$ cat src/rtl/ahb3lite_timer.sv
// ahb3lite_timer: zero-wait AHB3-Lite slave holding a prescaled 32-bit
// up-counter with compare match, one-shot/periodic mode, a sticky match
// flag and a level interrupt (match_flag & irq_en).
`timescale 1ns/1ps
module ahb3lite_timer #(
    parameter int HADDR_SIZE = 32,
    parameter int HDATA_SIZE = 32,
    parameter int PRESCALE_W = 16
) (
    input  logic                  hclk_i,
    input  logic                  hreset_n_i,
    input  logic                  hsel_i,
    input  logic [HADDR_SIZE-1:0] haddr_i,
    input  logic [HDATA_SIZE-1:0] hwdata_i,
    output logic [HDATA_SIZE-1:0] hrdata_o,
    input  logic                  hwrite_i,
    input  logic [2:0]            hsize_i,
    input  logic [2:0]            hburst_i,
    input  logic [3:0]            hprot_i,
    input  logic [1:0]            htrans_i,
    output logic                  hreadyout_o,
    input  logic                  hready_i,
    output logic                  hresp_o,
    output logic                  irq_o
);

    // Register offsets as decoded from haddr[4:2]
    localparam logic [2:0] OFF_CTRL     = 3'd0;
    localparam logic [2:0] OFF_PRESCALE = 3'd1;
    localparam logic [2:0] OFF_COMPARE  = 3'd2;
    localparam logic [2:0] OFF_COUNT    = 3'd3;
    localparam logic [2:0] OFF_STATUS   = 3'd4;

    // Byte-lane enables for a write of the given size at the given low address
    function automatic logic [3:0] lane_mask(input logic [2:0] size, input logic [1:0] addr);
        logic [3:0] m;
        case (size)
            3'd0:    m = 4'b0001 << addr;
            3'd1:    m = addr[1] ? 4'b1100 : 4'b0011;
            default: m = 4'b1111;
        endcase
        return m;
    endfunction

    // Replace only the enabled byte lanes of the old value with write data
    function automatic logic [31:0] merge_lanes(input logic [31:0] old_v,
                                                input logic [31:0] wdata,
                                                input logic [3:0]  mask);
        logic [31:0] r;
        r = old_v;
        for (int b = 0; b < 4; b++) begin
            if (mask[b]) begin
                r[8*b +: 8] = wdata[8*b +: 8];
            end else begin
                r[8*b +: 8] = old_v[8*b +: 8];
            end
        end
        return r;
    endfunction

    // Data-phase state captured from the accepted address phase
    logic                  dp_valid_q;
    logic                  dp_write_q;
    logic [4:0]            dp_addr_q;
    logic [2:0]            dp_size_q;

    // Architectural registers and prescaler
    logic [2:0]            ctrl_q,     ctrl_d;
    logic [PRESCALE_W-1:0] prescale_q, prescale_d;
    logic [31:0]           compare_q,  compare_d;
    logic [31:0]           count_q,    count_d;
    logic                  flag_q,     flag_d;
    logic [PRESCALE_W-1:0] pcnt_q,     pcnt_d;

    logic                  accept_s;
    logic                  wr_s;
    logic                  rd_s;
    logic [3:0]            mask_s;
    logic                  tick_s;
    logic                  hit_s;
    logic [31:0]           reg_sel_s;
    logic [31:0]           wmerge_s;
    logic                  unused_s;

    assign accept_s = hsel_i & hready_i & htrans_i[1];
    assign wr_s     = dp_valid_q & dp_write_q;
    assign rd_s     = dp_valid_q & ~dp_write_q;
    assign mask_s   = lane_mask(dp_size_q, dp_addr_q[1:0]);
    assign tick_s   = ctrl_q[0] & (pcnt_q == prescale_q);
    assign hit_s    = tick_s & (count_q == compare_q);
    assign wmerge_s = merge_lanes(reg_sel_s, hwdata_i[31:0], mask_s);

    assign hreadyout_o = 1'b1;
    assign hresp_o     = 1'b0;
    assign irq_o       = flag_q & ctrl_q[1];

    // Address bits above the map, burst/protection info and the SEQ/NONSEQ
    // distinction carry no meaning for this slave
    assign unused_s = ^{haddr_i[HADDR_SIZE-1:5], hburst_i, hprot_i, htrans_i[0]};

    // Select the register addressed by the data phase (shared by read and write merge)
    always_comb begin
        reg_sel_s = 32'd0;
        case (dp_addr_q[4:2])
            OFF_CTRL:     reg_sel_s = {29'd0, ctrl_q};
            OFF_PRESCALE: reg_sel_s = {{(32-PRESCALE_W){1'b0}}, prescale_q};
            OFF_COMPARE:  reg_sel_s = compare_q;
            OFF_COUNT:    reg_sel_s = count_q;
            OFF_STATUS:   reg_sel_s = {31'd0, flag_q};
            default:      reg_sel_s = 32'd0;
        endcase
    end

    // Read data is driven only while a read is in its data phase
    always_comb begin
        if (rd_s) begin
            hrdata_o = reg_sel_s;
        end else begin
            hrdata_o = 32'd0;
        end
    end

    // Next-state of timer and registers; bus writes override the timer update
    always_comb begin
        ctrl_d     = ctrl_q;
        prescale_d = prescale_q;
        compare_d  = compare_q;
        count_d    = count_q;
        flag_d     = flag_q;
        pcnt_d     = pcnt_q;

        // Prescaler advances only while enabled and wraps on tick
        if (ctrl_q[0]) begin
            if (tick_s) begin
                pcnt_d = {PRESCALE_W{1'b0}};
            end else begin
                pcnt_d = pcnt_q + {{(PRESCALE_W-1){1'b0}}, 1'b1};
            end
        end else begin
            pcnt_d = pcnt_q;
        end

        // Counter step on tick; a match restarts from zero and may stop a one-shot
        if (hit_s) begin
            count_d = 32'd0;
            if (ctrl_q[2]) begin
                ctrl_d[0] = 1'b0;
            end else begin
                ctrl_d[0] = ctrl_q[0];
            end
        end else if (tick_s) begin
            count_d = count_q + 32'd1;
        end else begin
            count_d = count_q;
        end

        // Hardware set of the flag wins over a simultaneous write-one-to-clear
        if (hit_s) begin
            flag_d = 1'b1;
        end else if (wr_s && (dp_addr_q[4:2] == OFF_STATUS) && mask_s[0] && hwdata_i[0]) begin
            flag_d = 1'b0;
        end else begin
            flag_d = flag_q;
        end

        // Bus writes take precedence over the timer for CTRL and COUNT
        if (wr_s) begin
            case (dp_addr_q[4:2])
                OFF_CTRL:     ctrl_d     = wmerge_s[2:0];
                OFF_PRESCALE: prescale_d = wmerge_s[PRESCALE_W-1:0];
                OFF_COMPARE:  compare_d  = wmerge_s;
                OFF_COUNT: begin
                    count_d = wmerge_s;
                    pcnt_d  = {PRESCALE_W{1'b0}};
                end
                default: begin
                    ctrl_d = ctrl_d;
                end
            endcase
        end else begin
            ctrl_d = ctrl_d;
        end
    end

    // Capture the accepted address phase for use in the following data phase
    always_ff @(posedge hclk_i or negedge hreset_n_i) begin
        if (!hreset_n_i) begin
            dp_valid_q <= 1'b0;
            dp_write_q <= 1'b0;
            dp_addr_q  <= 5'd0;
            dp_size_q  <= 3'd0;
        end else begin
            dp_valid_q <= accept_s;
            dp_write_q <= hwrite_i;
            dp_addr_q  <= haddr_i[4:0];
            dp_size_q  <= hsize_i;
        end
    end

    // Timer and register state
    always_ff @(posedge hclk_i or negedge hreset_n_i) begin
        if (!hreset_n_i) begin
            ctrl_q     <= 3'd0;
            prescale_q <= {PRESCALE_W{1'b0}};
            compare_q  <= 32'd0;
            count_q    <= 32'd0;
            flag_q     <= 1'b0;
            pcnt_q     <= {PRESCALE_W{1'b0}};
        end else begin
            ctrl_q     <= ctrl_d;
            prescale_q <= prescale_d;
            compare_q  <= compare_d;
            count_q    <= count_d;
            flag_q     <= flag_d;
            pcnt_q     <= pcnt_d;
        end
    end

endmodule

$ cat config.mk
export PLATFORM = sky130hd
export DESIGN_NAME = ahb3lite_timer
export DESIGN_NICKNAME = d
export VERILOG_FILES = /design/src/rtl/ahb3lite_timer.sv
export SDC_FILE = /design/constraint.sdc
export NUM_CORES = 1
export LEC_CHECK = 0
export CELL_PAD_IN_SITES_DETAIL_PLACEMENT = 0
export CELL_PAD_IN_SITES_GLOBAL_PLACEMENT = 1
export CORE_ASPECT_RATIO = 0.6
export CORE_MARGIN = 4
export CORE_UTILIZATION = 36
export DETAILED_ROUTE_END_ITERATION = 8
export PLACE_DENSITY_LB_ADDON = 0.1
export SYNTH_ARGS = -nofsm -noshare
export SYNTH_HDL_FRONTEND = slang
export SYNTH_SLANG_ARGS = --single-unit
$ cat constraint.sdc
create_clock -name hclk_i -period 2.55 [get_ports hclk_i]
set_input_delay 0.6375 -clock hclk_i [delete_from_list [all_inputs] [get_ports hclk_i]]
set_output_delay 0.6375 -clock hclk_i [all_outputs]
set_load 0.02 [all_outputs]
==> metrics.cfg, run 1 <==
[outcome]
status = finished with violations
violations = negative setup slack

[clocking]
cts_root_buf = clkbuf_16
cts_sinks = 110
htreeDepth = 3
cts_tree = yes
clk_path_buf_depth = 2
clk_pin_slew_ns = 0.08
worstSkewPairLatency_ns = 0.36
cts_buffers = 9
hold_buffers = 0

[worst_setup_path]
crit_required_ns = 1.91
r2r-start = prescale_q[6]
crit_path_start_kind = flop
crit_arrival_ns = 1.92
crit_path_start = dp_addr_q[2]
crit_fanout = 7
end_kind = primary output
worstSetupPathType = reg2out

[pwr]
p_sw_share_pct = 34.7
p_per_area_nw_per_um2 = 617
leakagePower_nw = 3.44
comb_power_share_pct = 29.6
pwr-share-seq_pct = 45.1
p_clk_share_pct = 25.4
switching_power_mw = 1.84
intPower_mw = 3.46
vdd.ir_drop.worst_mv = 0.349

[timing]
slew_viol_final = 0
grt_setup_unrepaired = yes
setup-tns-final_ns = -0.00944
tightest_slew_ns = 0.653
relSlewSlack_pct = 56.4
fmax_mhz = 391
fin_crit_sh_pct = 100
setup_viol = 1
clock_skew_ns = 0.0122
post-route-min-period_ns = 2.56
fin_ws_ns = -0.00944
hold_viol = 0

[global_routing]
first_global_vias = 6112
grt-ovfl-total = 0
antenna_found_initial = 0
grt_first_pass_wirelength_um = 35500
grtUsageTotal_pct = 21.9
grt_max_degree = 60

[route]
routed_via_density = 5.48
drc = 0
detailedRoute.firstIterationViolations = 409
final_antenna_net_count = 0
drt_pass1_iterations = 5
drt_wl_total_um = 22700
route.vias.total = 6214
wl_per_cell_um = 20.0

[yosys]
synth.top_cell.area_share_pct = 41.4
yosysMostFrequentCell = dfrtp_1
netlist_instances = 768
syn_area_um2 = 6650
synthDistinctLibCells = 56
async_reset_ff_share_pct = 100
ys_seq_elements = 110
ys_warn_count = 0
seq_area_frac_synth_pct = 41.4
synth_flop_cell = dfrtp_1
synth_nets = 851
synth_top_area_cell = dfrtp_1
synth_commonest_cells = dfrtp_1 (110), nor2_1 (83), nand2_1 (77), a21oi_1 (58), o21ai_0 (50)
synth_area_leaders = dfrtp_1 (41%), xnor2_1 (6.3%), nor2_1 (4.7%)
avgSynthCellArea_um2 = 8.66
synth-edff-count = 0

[die]
die_h_um = 113
core_um2 = 18100
die-area_um2 = 20800
die-width_um = 183
io_pins = 116
rows = 38
start_util_pct = 36.7

[final_layout]
syn_to_final_growth_pct = 29.2
stdcell_area_um2 = 8590
fillers = 1739
insertedDiodeCount = 0
drive_gt1_share_pct = 21.5
nets = 972

[place]
placed_area_um2 = 8160
dpl.hpwl_um = 16900
io_buffers = 78
gp_congestion = 0.847

[flow_run]
cap_violations = 0

[min_path]
hold_path_class = in2async

power by group through the flow:
stage	sequential (mW)	clock (mW)	combinational, mW
3_3_place_gp	2.40	0	1.43
6_report	2.39	1.35	1.57
3_5_place_dp	2.41	0	1.46
4_1_cts	2.38	1.39	1.49
2_1_floorplan	2.33	0	0.898
5_1_grt	2.44	1.46	1.71
kinds of logic after synthesis:
| logic type | Yosys count | synth area share, % |
|---|---|---|
| and+or+nand+nor | 294 | 21.5 |
| AOI/OAI and AO/OA | 199 | 18.4 |
| DFF | 110 | 41.4 |
| xor gates and xnor gates | 73 | 9.62 |
| buffers and inverters | 60 | 3.54 |
| muxes | 28 | 5.02 |
| adders and majority gates | 2 | 0.376 |
| other | 2 | 0.113 |
critical path, stage by stage, from the launching register on:
cell and delay [ns]:
dfrtp_2 0.47, buf_12 0.17, buf_8 0.13, buf_6 0.11
mux2_4 0.19, nand2_2 0.06, a211oi_2 0.26, buf_4 0.18
metrics by stage:
step / util [%] / instances / setup WS [ns] / hold slack [ns] / power [mW]
global route: 47.4 / 1133 / -0.0855 / 0.185 / 5.62
global placement: 45.0 / 1101 / -0.0158 / 0.503 / 3.82
CTS: 46.7 / 1119 / -0.0909 / 0.179 / 5.26
floorplan: - / 768 / 0.0474 / 0.342 / 3.23
detailed placement: 45.0 / 1101 / -0.0345 / 0.517 / 3.87
finish: 47.4 / 1133 / -0.00944 / 0.177 / 5.30
layout by cell type, fill, tap and decap left out, types with 23 or more instances in the layout:
cell type | Yosys | routed
a21oi_1 | 58 | 58
nand3_1 | 24 | 23
nand4_1 | 23 | 23
clkdlybuf4s50_1 | 0 | 45
o21ai_0 | 50 | 50
xnor2_1 | 48 | 47
nand2_1 | 77 | 73
a22oi_1 | 34 | 28
dfrtp_1 | 110 | 108
xor2_1 | 25 | 23
buf_4 | 2 | 76
nor2_1 | 83 | 82
registers in the layout (all words and copies together) (netlist names), 3 cells and up:
| register | flops |
|---|---|
| compare_q | 32 |
| count_q | 32 |
| ctrl_q | 3 |
| dp_addr_q | 5 |
| dp_size_q | 3 |
| pcnt_q | 16 |
| prescale_q | 16 |
repair_timing:
action | in CTS | in global routing
hold endpoints to repair | 0 | 0
resized for setup | 87 | 63
pin swaps | 0 | 10
buffers inserted | 3 | 15
endpoints found under the setup margin | 56 | 60
gates cloned | 0 | 0
routing by layer:
layer | vias to the layer above | share of wire, % | GRT usage, %
li1 | 3006 | - | -
met5 | - | 0 | 0
met1 | 3034 | 53 | 35.4
met3 | 7 | 4.9 | 4.08
met2 | 167 | 42 | 30.6
met4 | 0 | 0.36 | 3.17
worst paths after layout:
kind | endpoint | slack [ns] | cells past startpoint
max reg2reg | ctrl_q[0] | 0.04 | 6
min | pcnt_q[6] | 0.18 | 1
max in group asynchronous | dp_addr_q[2] | 1.72 | 2
min reg2reg | compare_q[6] | 0.53 | 2
min in group hclk_i | compare_q[6] | 0.53 | 2
max | hrdata_o[5] | -0.009 | 7
final cells by class:
cell class                 instances  area [µm²]  share of cell area [%]
inverter                          10        37.5                   0.437
multi-input combinational        598        3830                    44.6
tap                              240         300                    3.49
timing repair buffer             160        1400                    16.3
clock buffer                      11         243                    2.83
clock inverter                     4        23.8                   0.277
sequential                       110        2760                    32.1
No activity file was read; power rests on OpenSTA's default activity.
==> inputs of run 2 (changes only) <==
--- a/config.mk
+++ b/config.mk
@@ -12,6 +12,8 @@
 export CORE_UTILIZATION = 36
 export DETAILED_ROUTE_END_ITERATION = 8
 export PLACE_DENSITY_LB_ADDON = 0.1
+export SLEW_MARGIN = 20
 export SYNTH_ARGS = -nofsm -noshare
 export SYNTH_HDL_FRONTEND = slang
 export SYNTH_SLANG_ARGS = --single-unit
+export TNS_END_PERCENT = 5
==> metrics.cfg, run 2 (synthesis results as in run 1) <==
[outcome]
status = finished with violations
violations = negative setup slack

[timing]
fin_ws_ns = -0.0176  ; -0.00812 ns
tightest_slew_ns = 0.627  ; -0.0255 ns
holdWs_ns = 0.0892  ; -0.0878 ns
relSlewSlack_pct = 58.1  ; +1.7 points
hold_viol = 0  ; unchanged
post-route-min-period_ns = 2.57  ; +0.00812 ns
clock_skew_ns = 0.0121  ; -0.000133 ns
fin_crit_sh_pct = 101  ; +0.32 points
slew_viol_final = 0  ; unchanged
grt_setup_unrepaired = yes
fmax_mhz = 389  ; -0.32%
setup_viol = 3  ; +2

[route]
drt_wl_total_um = 22300  ; -1.6%
wl_per_cell_um = 20.0  ; about the same
route.vias.total = 6228  ; +0.23%
routed_via_density = 5.58  ; +1.8%
drc = 0  ; unchanged
detailedRoute.firstIterationViolations = 558  ; +36%
drt_pass1_iterations = 6  ; +1
final_antenna_net_count = 0  ; unchanged

[global_routing]
grt_max_degree = 60  ; unchanged
top_usage_layer = met1
grt-ovfl-total = 0  ; unchanged
grt_first_pass_wirelength_um = 34800  ; -1.9%
grt_util_met2_pct = 29.7  ; -0.86 points
antenna_found_initial = 0  ; unchanged
grt_util_met1_pct = 34.2  ; -1.3 points
global_route.usage.met3_pct = 5.97  ; +1.9 points
grtUsageTotal_pct = 21.7  ; -0.15 points
first_global_vias = 6068  ; -0.72%

[worst_setup_path]
crit_required_ns = 1.91  ; about the same
crit_path_start_kind = flop
end_kind = primary output
critPathSlowestCell = dfrtp_2
crit_fanout = 16  ; +9
crit_chain = buf_12, mux2_2, a22oi_1, nor3_1, clkdlybuf4s15_1
crit_arrival_ns = 1.93  ; about the same
cp_slowest_stage_delay_ns = 0.46  ; about the same
reg2reg_depth = 8  ; +2
worstSetupPathType = reg2out

[place]
placed_area_um2 = 8120  ; -0.55%
pre_cts_slack_ns = -0.0576  ; -0.0231 ns
dp_cells = 1097  ; -0.36%
gp_congestion = 0.890  ; +5.1%
dpl.hpwl_um = 16700  ; -1.1%
io_buffers = 78  ; unchanged

[die]
rows = 38  ; unchanged
core_um2 = 18100  ; unchanged
die-width_um = 183  ; unchanged
die_h_um = 113  ; unchanged
io_pins = 116  ; unchanged
die-area_um2 = 20800  ; unchanged
start_util_pct = 36.7  ; unchanged

[final_layout]
insertedDiodeCount = 0  ; unchanged
final_core_util_pct = 46.7  ; -0.69 points
layout_common_cells = dfrtp_1 (108), nor2_1 (83), nand2_1 (75)
final_common_cell = dfrtp_1
instances_no_fill = 1116  ; -1.5%
register_area_um2 = 2760  ; unchanged
reg_top3 = compare_q: 32 flops, count_q: 32 flops
stdcell_area_um2 = 8470  ; -1.5%
nets = 954  ; -1.9%
drive_gt1_share_pct = 19.1  ; -2.4 points
multiInputGateArea_um2 = 3810  ; -0.59%
fillers = 1755  ; +0.92%
syn_to_final_growth_pct = 27.3

[clocking]
cts_sinks = 110  ; unchanged
worstSkewPairLatency_ns = 0.37  ; about the same
clk_path_buf_depth = 2  ; unchanged
cts_buffers = 9  ; unchanged
clk_pin_slew_ns = 0.07  ; about the same
htreeDepth = 3  ; unchanged
hold_buffers = 0  ; unchanged
cts_tree = yes
cts_root_buf = clkbuf_16

[pwr]
leakagePower_nw = 3.35  ; -2.6%
p_per_area_nw_per_um2 = 634  ; +2.7%
vdd.ir_drop.worst_mv = 0.410  ; +18%

[min_path]
hold_path_class = in2async

[flow_run]
cap_violations = 0  ; unchanged

==> run 2: cell types whose count changed in the layout (fill, tap and decap cells not counted), sizes merged <==
| cell | previous run | this run |
|---|---|---|
| clkinv | 4 | 3 |
| dlygate4sd2 | 1 | 0 |
| clkbuf | 28 | 27 |
| bufinv | 0 | 1 |
| buf | 93 | 74 |
| inv | 10 | 11 |
| clkdlybuf4s15 | 4 | 7 |
==> run 2: repair_timing <==
action,CTS,global route
buffers inserted,1,2
resized for setup,78,62
pin swaps,1,3
endpoints found under the setup margin,58,57
==> run 2: metrics by stage <==
step	power [mW]	TNS [ns]
2_1_floorplan	3.23	-0.108
6_report	5.37	-0.0195
3_5_place_dp	3.83	-1.01
5_1_grt	5.66	-0.520
4_1_cts	5.34	-0.640
3_3_place_gp	3.79	-0.315
==> run 2: worst max-delay path: cells and delay by family, from the launching register on <==
kind,cells,cell delay (ns)
buffers and inverters,2,0.48
DFF,1,0.46
muxes,1,0.34
AOI/OAI and AO/OA,1,0.19
and+or+nand+nor,1,0.09
==> run 2: final timing paths <==
path                       slack [ns]          start            to
min in group hclk_i              0.54         flag_q        flag_q
max reg2reg                      0.04  prescale_q[0]   count_q[18]
max                             -0.02   dp_addr_q[2]   hrdata_o[9]
max in group asynchronous        1.90     hreset_n_i  dp_addr_q[2]
min reg2reg                      0.54         flag_q        flag_q
min                              0.09     hreset_n_i     pcnt_q[2]
==> run 2: cell type report <==
type | count | area share (%)
clock buffer | 11 | 2.87
tap | 240 | 3.55
clock inverter | 5 | 0.680
timing repair buffer | 142 | 14.9
multi-input combinational | 598 | 45.0
sequential | 110 | 32.5
inverter | 10 | 0.443
==> run 2: routing by layer <==
layer	wire length (µm)	vias up
met5	0	-
met4	164	0
met3	1860	11
met2	9110	237
met1	11200	3020
li1	-	2960
==> run 2: report_power, final <==
part / internal (mW) / leakage (nW) / switching, mW
sequential: 2.04 / 1.20 / 0.382
clock: 0.792 / 0.150 / 0.691
combinational: 0.681 / 2.00 / 0.786
==> inputs of run 3 (changes only) <==
--- a/config.mk
+++ b/config.mk
@@ -5,10 +5,11 @@
 export SDC_FILE = /design/constraint.sdc
 export NUM_CORES = 1
 export LEC_CHECK = 0
+export ABC_CLOCK_PERIOD_IN_PS = 2550
 export CELL_PAD_IN_SITES_DETAIL_PLACEMENT = 0
 export CELL_PAD_IN_SITES_GLOBAL_PLACEMENT = 1
 export CORE_ASPECT_RATIO = 0.6
-export CORE_MARGIN = 4
+export CORE_MARGIN = 2
 export CORE_UTILIZATION = 36
 export DETAILED_ROUTE_END_ITERATION = 8
 export PLACE_DENSITY_LB_ADDON = 0.1
==> metrics.cfg, run 3 (synthesis results as in run 1) <==
[outcome]
status = finished with violations
violations = negative setup slack

[global_routing]
grt_max_degree = 60  ; unchanged
grtUsageTotal_pct = 23.1  ; +1.4 points
grt-ovfl-total = 0  ; unchanged
grt_first_pass_wirelength_um = 34600  ; -0.79%
first_global_vias = 6013  ; -0.91%
antenna_found_initial = 0  ; unchanged

[final_layout]
insertedDiodeCount = 0  ; unchanged
reg_top3 = compare_q: 32 flops, count_q: 32 flops
layout_common_cells = dfrtp_1 (108), nor2_1 (83), nand2_1 (75)
drive_gt1_share_pct = 20.3  ; +1.2 points
fillers = 1749  ; -0.34%
final_common_cell = dfrtp_1
syn_to_final_growth_pct = 28.5
stdcell_area_um2 = 8540  ; +0.89%
nets = 961  ; +0.73%

[clocking]
worstSkewPairLatency_ns = 0.37  ; about the same
clk_path_buf_depth = 2  ; unchanged
cts_sinks = 110  ; unchanged
htreeDepth = 3  ; unchanged
clk_pin_slew_ns = 0.07  ; about the same
cts_buffers = 9  ; unchanged
cts_tree = yes
cts_root_buf = clkbuf_16

[place]
dpl.hpwl_um = 16600  ; -0.69%
placed_area_um2 = 8140  ; +0.25%
io_buffers = 78  ; unchanged
pre_cts_slack_ns = -0.0511  ; +0.00653 ns
gp_congestion = 0.848  ; -4.7%

[pwr]
leakagePower_nw = 3.39  ; +1.2%
p_per_area_nw_per_um2 = 638  ; +0.64%
vdd.ir_drop.worst_mv = 0.331  ; -19%

[worst_setup_path]
crit_fanout = 6  ; -10
cp_slowest_stage_delay_ns = 0.46  ; about the same
end_kind = primary output
cp_top_family = buffers and inverters
crit_path_start_kind = flop
critPathSlowestCell = dfrtp_2
crit_required_ns = 1.91  ; about the same
crit_path_start = dp_addr_q[2]
path_buf_inv = 3  ; +1
crit_chain = buf_12, clkbuf_16, mux2_2, a22oi_2, nor3_1, clkdlybuf4s15_1
worstSetupPathType = reg2out
crit_arrival_ns = 1.96  ; +0.03 ns
r2r-start = prescale_q[3]

[die]
rows = 38  ; unchanged
io_pins = 116  ; unchanged
start_util_pct = 36.8  ; +0.097 points
die-area_um2 = 19600  ; -5.6%
die-width_um = 179  ; -2.2%
core_um2 = 18100  ; -0.26%
die_h_um = 109  ; -3.5%

[route]
wl_per_cell_um = 20.0  ; -0.11%
drt_pass1_iterations = 5  ; -1
detailedRoute.firstIterationViolations = 565  ; +1.3%
drt_wl_total_um = 22400  ; +0.43%
routed_via_density = 5.55  ; -0.57%
drc = 0  ; unchanged
route.vias.total = 6226  ; -0.032%
final_antenna_net_count = 0  ; unchanged

[timing]
clock_skew_ns = 0.00968  ; -0.00242 ns
relSlewSlack_pct = 56.1  ; -2.0 points
slew_viol_final = 0  ; unchanged
fmax_mhz = 385  ; -1.1%
grt_setup_unrepaired = yes
tightest_slew_ns = 0.653  ; +0.0255 ns
post-route-min-period_ns = 2.60  ; +0.0294 ns
setup_viol = 3  ; unchanged
fin_ws_ns = -0.0469  ; -0.0294 ns
fin_crit_sh_pct = 102  ; +1.2 points
hold_viol = 0  ; unchanged
setup-tns-final_ns = -0.109  ; -0.0895 ns

[flow_run]
cap_violations = 0  ; unchanged

[min_path]
hold_path_class = in2async

-- run 3: changes by cell type in the layout (fill, tap and decap cells not counted), moves of 2 or more --
cell	previous run	this run
xnor2_1	44	47
buf_2	5	10
clkdlybuf4s15_1	7	2
buf_12	9	11
xnor2_2	4	1
clkbuf_2	16	12
buf_4	58	67
a211oi_2	3	5
-- run 3: path summary, 6_finish.rpt --
kind	endpoint	cells past startpoint	slack (ns)
setup / recovery	hrdata_o[9]	6	-0.05
hold / removal	compare_q[16]	1	0.14
setup reg to reg	ctrl_q[0]	6	0.04
hold reg to reg	compare_q[22]	2	0.53
max in group asynchronous	dp_addr_q[2]	2	1.63
min in group hclk_i	compare_q[22]	2	0.53
-- run 3: stage by stage --
stage	hold WS (ns)	cells	power, mW	util, %
4_1_cts	0.142	1113	5.43	46.8
3_5_place_dp	0.517	1098	3.87	45.0
6_report	0.141	1122	5.45	47.3
5_1_grt	0.150	1122	5.74	47.3
2_1_floorplan	0.342	768	3.23	-
3_3_place_gp	0.508	1098	3.83	45.0
-- run 3: cell type report --
class / instances / area [µm²] / share of cell area [%]
Clock buffer: 11 / 233 / 2.72
Clock inverter: 4 / 72.6 / 0.850
Inverter: 10 / 37.5 / 0.439
Multi-Input combinational cell: 598 / 3800 / 44.5
Sequential cell: 110 / 2760 / 32.3
Tap cell: 240 / 300 / 3.52
Timing Repair Buffer: 149 / 1340 / 15.7
-- run 3: what timing repair did --
| action | in CTS | in global routing |
|---|---|---|
| resized for setup | 75 | 84 |
| hold buffers | 0 | 0 |
| pin swaps | 0 | 5 |
| cloned | 0 | 1 |
| setup endpoints to repair | 38 | 79 |
| buffers inserted | 0 | 8 |
-- run 3: per-layer routing --
| metal | wire [µm] | share of wire, % | track usage, % | up-vias |
|---|---|---|---|---|
| met3 | 1350 | 6.0 | 5.18 | 15 |
| li1 | - | - | - | 2982 |
| met5 | 0 | 0 | 0 | - |
| met2 | 9180 | 41 | 32.6 | 164 |
| met1 | 11700 | 52 | 35.7 | 3065 |
| met4 | 189 | 0.84 | 4.76 | 0 |
-- run 3: report_power, final --
| group | switching (mW) | leakage (nW) | total (mW) | internal [mW] |
|---|---|---|---|---|
| Sequential | 0.358 | 1.20 | 2.39 | 2.04 |
| Clock | 0.666 | 0.146 | 1.52 | 0.856 |
| Combinational | 0.827 | 2.04 | 1.54 | 0.709 |
-- run 3: worst register-to-register path: cells and delay by family, from the launching register on --
kind / cells / cell delay, ns
flops: 1 / 0.41
xor+xnor: 1 / 0.21
mux: 1 / 0.09
compound gates: 1 / 0.22
simple gates: 3 / 1.46
